`src/rtl/reg_dump_tx_if.sv`:
```
// Word stream from the register-dump transmitter to its sink.
// The transmitter drives valid/data/last and the sink drives ready.
interface reg_dump_tx_if;
  logic        out_valid;
  logic        out_ready;
  logic [15:0] out_data;
  logic        out_last;

  modport master (output out_valid, output out_data, output out_last, input out_ready);
  modport slave  (input out_valid, input out_data, input out_last, output out_ready);
endinterface

```
`src/rtl/reg_dump_tx.sv`:
```
// Captures a processor-state snapshot and streams it as a fixed 19-word frame:
// header, PC, R0..R15, then an XOR checksum over the preceding 18 words.
module reg_dump_tx #(
  parameter logic [3:0] HDR_TAG = 4'hA,
  parameter int         NWORDS  = 19
) (
  input  logic           clk,
  input  logic           rst,
  input  logic           snap_req,
  input  logic [255:0]   regs_in,
  input  logic [15:0]    pc_in,
  input  logic [2:0]     flags_in,
  reg_dump_tx_if.master  tx,
  output logic           busy,
  output logic           snap_drop
);

  typedef enum logic {IDLE, SEND} state_t;
  localparam logic [4:0] LAST_IDX = 5'(NWORDS - 1);

  state_t         state_q, state_d;
  logic [4:0]     idx_q, idx_d;
  logic [15:0]    acc_q, acc_d;
  logic [7:0]     seq_q, seq_d;
  logic [255:0]   regs_q, regs_d;
  logic [15:0]    pc_q, pc_d;
  logic [2:0]     flags_q, flags_d;
  logic           drop_q, drop_d;

  logic           send, hs, final_hs, capture;
  logic [3:0]     ri;
  logic [15:0]    word;

  assign send     = (state_q == SEND);
  assign hs       = send && tx.out_ready;
  assign final_hs = hs && (idx_q == LAST_IDX);
  // A request is honoured from IDLE or when it lands exactly on the closing handshake.
  assign capture  = snap_req && ((state_q == IDLE) || final_hs);

  always_comb begin
    ri = 4'(idx_q - 5'd2);
    if (idx_q == 5'd0)          word = {HDR_TAG, flags_q, 1'b0, seq_q};
    else if (idx_q == 5'd1)     word = pc_q;
    else if (idx_q == LAST_IDX) word = acc_q;
    else                        word = regs_q[{ri, 4'b0000} +: 16];
  end

  assign tx.out_valid = send;
  assign tx.out_data  = send ? word : 16'h0000;
  assign tx.out_last  = send && (idx_q == LAST_IDX);
  assign busy         = send;
  assign snap_drop    = drop_q;

  always_comb begin
    state_d = state_q;
    idx_d   = idx_q;
    acc_d   = acc_q;
    seq_d   = seq_q;
    regs_d  = regs_q;
    pc_d    = pc_q;
    flags_d = flags_q;
    drop_d  = 1'b0;
    case (state_q)
      IDLE: if (snap_req) state_d = SEND;
      SEND: begin
        drop_d = snap_req && !final_hs;
        if (final_hs) begin
          seq_d   = seq_q + 8'd1;
          state_d = snap_req ? SEND : IDLE;
        end else if (hs) begin
          acc_d = acc_q ^ word;
          idx_d = idx_q + 5'd1;
        end
      end
      default: state_d = IDLE;
    endcase
    if (capture) begin
      regs_d  = regs_in;
      pc_d    = pc_in;
      flags_d = flags_in;
      idx_d   = 5'd0;
      acc_d   = 16'h0000;
    end
  end

  always_ff @(posedge clk or posedge rst) begin
    if (rst) begin
      state_q <= IDLE;
      idx_q   <= '0;
      acc_q   <= '0;
      seq_q   <= '0;
      regs_q  <= '0;
      pc_q    <= '0;
      flags_q <= '0;
      drop_q  <= 1'b0;
    end else begin
      state_q <= state_d;
      idx_q   <= idx_d;
      acc_q   <= acc_d;
      seq_q   <= seq_d;
      regs_q  <= regs_d;
      pc_q    <= pc_d;
      flags_q <= flags_d;
      drop_q  <= drop_d;
    end
  end

endmodule

```
`src/flat_wrapper.sv`:
```
// flat-port wrapper written by rule: the top's interface ports become plain ports
module reg_dump_tx_flat 
#(
  parameter logic [3:0] HDR_TAG = 4'hA,
  parameter int         NWORDS  = 19
)
  (clk, rst, snap_req, regs_in, pc_in, flags_in, busy, snap_drop, tx_out_valid, tx_out_data, tx_out_last, tx_out_ready);
  reg_dump_tx_if tx_i ();
  input  logic clk;
  input  logic rst;
  input  logic snap_req;
  input  logic [255:0] regs_in;
  input  logic [15:0] pc_in;
  input  logic [2:0] flags_in;
  output logic busy;
  output logic snap_drop;
  output wire logic [$bits(tx_i.out_valid)-1:0] tx_out_valid;
  output wire logic [$bits(tx_i.out_data)-1:0] tx_out_data;
  output wire logic [$bits(tx_i.out_last)-1:0] tx_out_last;
  input wire logic [$bits(tx_i.out_ready)-1:0] tx_out_ready;
  assign tx_out_valid = tx_i.out_valid;
  assign tx_out_data = tx_i.out_data;
  assign tx_out_last = tx_i.out_last;
  assign tx_i.out_ready = tx_out_ready;
  reg_dump_tx #(.HDR_TAG(HDR_TAG), .NWORDS(NWORDS)) u_core (.clk(clk), .rst(rst), .snap_req(snap_req), .regs_in(regs_in), .pc_in(pc_in), .flags_in(flags_in), .tx(tx_i), .busy(busy), .snap_drop(snap_drop));
endmodule
```
`config.mk`:
```
export PLATFORM = sky130hd
export DESIGN_NAME = reg_dump_tx_flat
export DESIGN_NICKNAME = d
export VERILOG_FILES = /design/src/rtl/reg_dump_tx_if.sv /design/src/rtl/reg_dump_tx.sv /design/src/flat_wrapper.sv
export SDC_FILE = /design/constraint.sdc
export NUM_CORES = 1
export LEC_CHECK = 0
export ABC_AREA = 0
export CAP_MARGIN = 0
export CORE_ASPECT_RATIO = 0.8
export CORE_MARGIN = 3
export CORE_UTILIZATION = 40
export DETAILED_ROUTE_END_ITERATION = 8
export SLEW_MARGIN = 20
export SYNTH_ARGS = -nofsm -noshare
export SYNTH_HDL_FRONTEND = slang
export SYNTH_SLANG_ARGS = --single-unit
export TNS_END_PERCENT = 30
```
`constraint.sdc`:
```
create_clock -name clk -period 13.25 [get_ports clk]
set_input_delay 2.65 -clock clk [delete_from_list [all_inputs] [get_ports clk]]
set_output_delay 2.65 -clock clk [all_outputs]
set_load 0.05 [all_outputs]
```
==> impl_summary.txt <==
----------------------------------------------------
[Outcome]
  Run status ... finished, final reports clean

[Clocking]
  TritonCTS Sinks ... 306
  Number of resized instances in the post-cts repair step ... 0
  Count of H-tree levels built during CTS ... 2
  Number of clock buffers inserted by TritonCTS ... 34
  Post CTS Setup Buffer Count ... 0
  Hold Buf Count CTS ... 0
  Latest clock arrival within the worst-skew pair ... 0.53 ns
  Buffer levels on the longest clock path ... 3
  Clock edge transition at the registers on the reported setup and hold paths ... about 0.06 ns
  TritonCTS clock tree ... done
  Clock Root Buffer ... sky130_fd_sc_hd__clkbuf_16

[Logic synthesis]
  Number of flops mapped to enable cells by yosys ... 0
  Flop and latch count out of synthesis ... 306
  Post-synthesis area per instance ... 9.11 sq um
  Synthesized instance count ... 1686
  FFs w/ async S/R, synth ... 100%
  Number of warnings issued by yosys ... 0
  Cell Area, Synth ... about 0.015 sq mm
  Main synth FF type ... sky130_fd_sc_hd__dfrtp_1
  Sequential fraction of the synthesis area ... 49.8%
  Number of different library cells in the post-synthesis netlist ... 58
  Post-synthesis net count ... 1972

[Setup path]
  Worst Setup Start Kind ... flip-flop
  Series of cell instances along the critical path ... inv_1, ha_1, nand2b_1, o22ai_1, or3_1, a31o_2, a21oi_1, clkdlybuf4s50_1
  Crit. path cell count ... 8
  Required time at the worst-slack endpoint ... 10.60 ns
  Cell count of the worst reg-to-reg path ... 9
  Critical path's largest stage delay ... 0.88 ns
  Worst setup startpoint ... u_core.idx_q[2]
  Reg2reg start ... u_core.idx_q[0]
  Maximum fanout along the worst path ... 20
  Endpoint of the lowest-slack register-to-register path ... u_core.regs_q[205]
  Worst Setup Path Type ... flip-flop to output pin
  Category of the worst setup path capture point ... output pin
  Slack of the worst reg-to-reg path ... ~8 ns
  Worst path top cell family by delay ... buffers and inverters
  Endpoint arrival time on the critical path ... approximately 4.5 ns
  Number of buffers and inverters on the critical path ... 2
  Slowest cell on the critical path ... sky130_fd_sc_hd__ha_1
  End point of the critical path ... tx_out_data[9]

[Layout]
  Diodes inserted ... 0
  Fraction of layout cells with a size suffix above 1 ... 10.3%
  Post-synthesis to final-layout area growth ... 27.4%
  # nets final ... 2206
  Commonest non-fill, non-tap cells in the layout ... sky130_fd_sc_hd__nand2_1 (862), sky130_fd_sc_hd__dfrtp_1 (304), sky130_fd_sc_hd__clkdlybuf4s50_1 (298)
  Most common cell after layout, fill and taps aside ... sky130_fd_sc_hd__nand2_1
  Finished Core Util ... between 50 and 60%

[Job]
  Maxcap violations ... 0

[Timing]
  RSZ-0062 raised after global routing ... false
  Number of max-slew violations in the final report ... 0
  Slew of the pin with the lowest slew margin ... 1.03 ns
  Clock skew ... 0.0258 ns
  Final worst-path cycle share ... a little over half
  Aggregate negative setup slack ... 0 ns
  Final hold vios ... 0
  Worst slew slack as a fraction of its limit ... between 30% and 40%
  Maximum clock rate ... about 140 MHz
  Final setup viols ... 0
  Shortest clock period the worst path allows after layout ... between 7 and 8 ns

[Pwr]
  Peak supply drop ... 0.000117 V
  Static leakage ... 9.38 nW
  Overall Power ... 4.96 mW
  Clock share of power ... 19.3%
  Internal power summed over all cells ... 2.92 mW
  Sequential fraction of design power ... 33.7%
  Combinational power share ... 47.0%
  Net switching power of the design ... ~2.0 mW
  Net Sw Frac ... about 41%
  Pwr per Cell Area ... roughly 250 mW/mm^2

[Place]
  PortBufs ... roughly 300
  Routability-driven placement congestion ratio ... around 0.87
  Sum of net half-perimeters after detailed placement ... 34700 um

[Global routing]
  Total global routing track utilization ... 23.5%
  Grt met3 use ... ~5.0%
  GRT Max-Usage Layer ... met1
  Met1 usage ... 35.9%
  Overall overflow remaining after global route ... 0
  Number of global-route vias before repair ... 12806
  Global-route wire length before repair ... 74500 um
  Maximum number of pins on one net before global-route repair ... 216
  Antenna violations before repair ... 3
  GR Layer Usage met2 ... 33.3%

[Route]
  First-pass iteration count of the detailed router ... 5
  Post-route ant nets ... 0
  Total via count after detailed routing ... approximately 13000
  Routed wire length ... 48200 um
  Detailed Route Iter0 Violations ... 1099
  Detail-routed net length per standard cell ... 19.9 um
  DRC violation count after routing ... 0
  DR vias/cell ... about 5.2

[Min path]
  Min-Delay Startpoint ... u_core.regs_q[255]
  Hold Path Class ... flip-flop to flip-flop

[Die]
  Vertical die dimension ... 181 um
  I/O pin count ... 299
  Initial cell density of the core ... 41.0%
  Placeable core region ... 0.0374 sq mm
  Floorplan row count ... 63
  Area enclosed by the die boundary ... about 0.041 sq mm
  Horizontal die dimension ... 225 um

----------------------------------------------------
[layer usage]
metal / wire length (um) / part of all wire (%)
met1: 23300 / 48
met2: 20200 / 42
met3: 3250 / 6.7
met4: 1460 / 3.0
met5: 27 / 0.056
[registers in the layout, summed over array words and instances (netlist names)]
| name | flops |
|---|---|
| u_core.regs_q | 256 |
| u_core.acc_q | 16 |
| u_core.pc_q | 16 |
| u_core.seq_q | 8 |
| u_core.idx_q | 5 |
| u_core.flags_q | 3 |
| u_core.busy | 1 |
| u_core.snap_drop | 1 |
[kinds of logic (layout without fill, tap and decap cells)]
family,count (synthesis),after routing,share of synthesized area (%)
AO/OA/AOI/OAI,157,157,7.14
XOR/XNOR,12,12,0.806
multiplexers,107,107,11.4
AND/OR/NAND/NOR,975,975,25.9
buffers and inverters,122,377,4.38
adder cells (fa/ha/maj),7,7,0.570
flip-flops,306,306,49.8
[area by class of cell]
class,instances,area [sq um]
multi-input cells,1258,7050
flip-flops and latches,306,7660
well taps,487,609
inverters,8,37.5
clock buffers,46,947
clock inverters,11,161
fillers,3444,17900
repair buffers,312,3100
[worst min-delay path, cell delays in order (launching register included)]
cell and delay (ns):
sky130_fd_sc_hd__dfrtp_1 0.33, sky130_fd_sc_hd__nand2_1 0.05, sky130_fd_sc_hd__nand2_1 0.06
[power groups by stage]
stage	clock network [mW]	registers, mW	logic [mW]
after floorplan	0	1.52	1.70
after global placement	0	1.68	2.28
after detailed placement	0	1.67	2.33
after CTS	0.978	1.66	2.34
after global routing	1.02	1.72	2.53
final	0.958	1.67	2.33
[synth_stat cells, drive strengths merged (7+ instances only)]
master / n / area [sq um]
a211oi: 14 / 160
a21o: 12 / 90.1
a21oi: 53 / 273
a311oi: 14 / 123
a31o: 11 / 96.3
a31oi: 11 / 68.8
buf: 63 / 452
clkbuf: 51 / 191
dfrtp: 306 / 7660
ha: 7 / 87.6
inv: 8 / 30.0
mux2: 57 / 642
mux4: 47 / 1070
nand2: 863 / 3240
nand2b: 12 / 75.1
nand3: 19 / 95.1
nand3b: 11 / 82.6
nand4: 14 / 87.6
nor2: 10 / 37.5
o21ai: 8 / 40.0
o22ai: 22 / 138
or3: 13 / 81.3
or3b: 11 / 96.3
xnor2: 8 / 70.1
[worst min-delay path by stage]
stage | end | cells past startpoint
finish | u_core.regs_q[255] | 2
global route | u_core.regs_q[205] | 2
CTS | u_core.regs_q[255] | 2
detailed placement | u_core.regs_q[255] | 2
global placement | u_core.regs_q[111] | 2
floorplan | u_core.flags_q[0] | 2
[per-stage QoR]
stage	setup slack [ns]	hold WS [ns]	cells	cell area, sq um
after floorplan	2.14	0.437	1686	15400
after global placement	6.65	0.453	2371	18500
after CTS	6.01	0.469	2428	19600
after global routing	5.83	0.492	2428	19600
final	6.06	0.468	2428	19600
after detailed placement	6.56	0.455	2371	18500
Note: power is estimated with default switching activity, not from simulation.
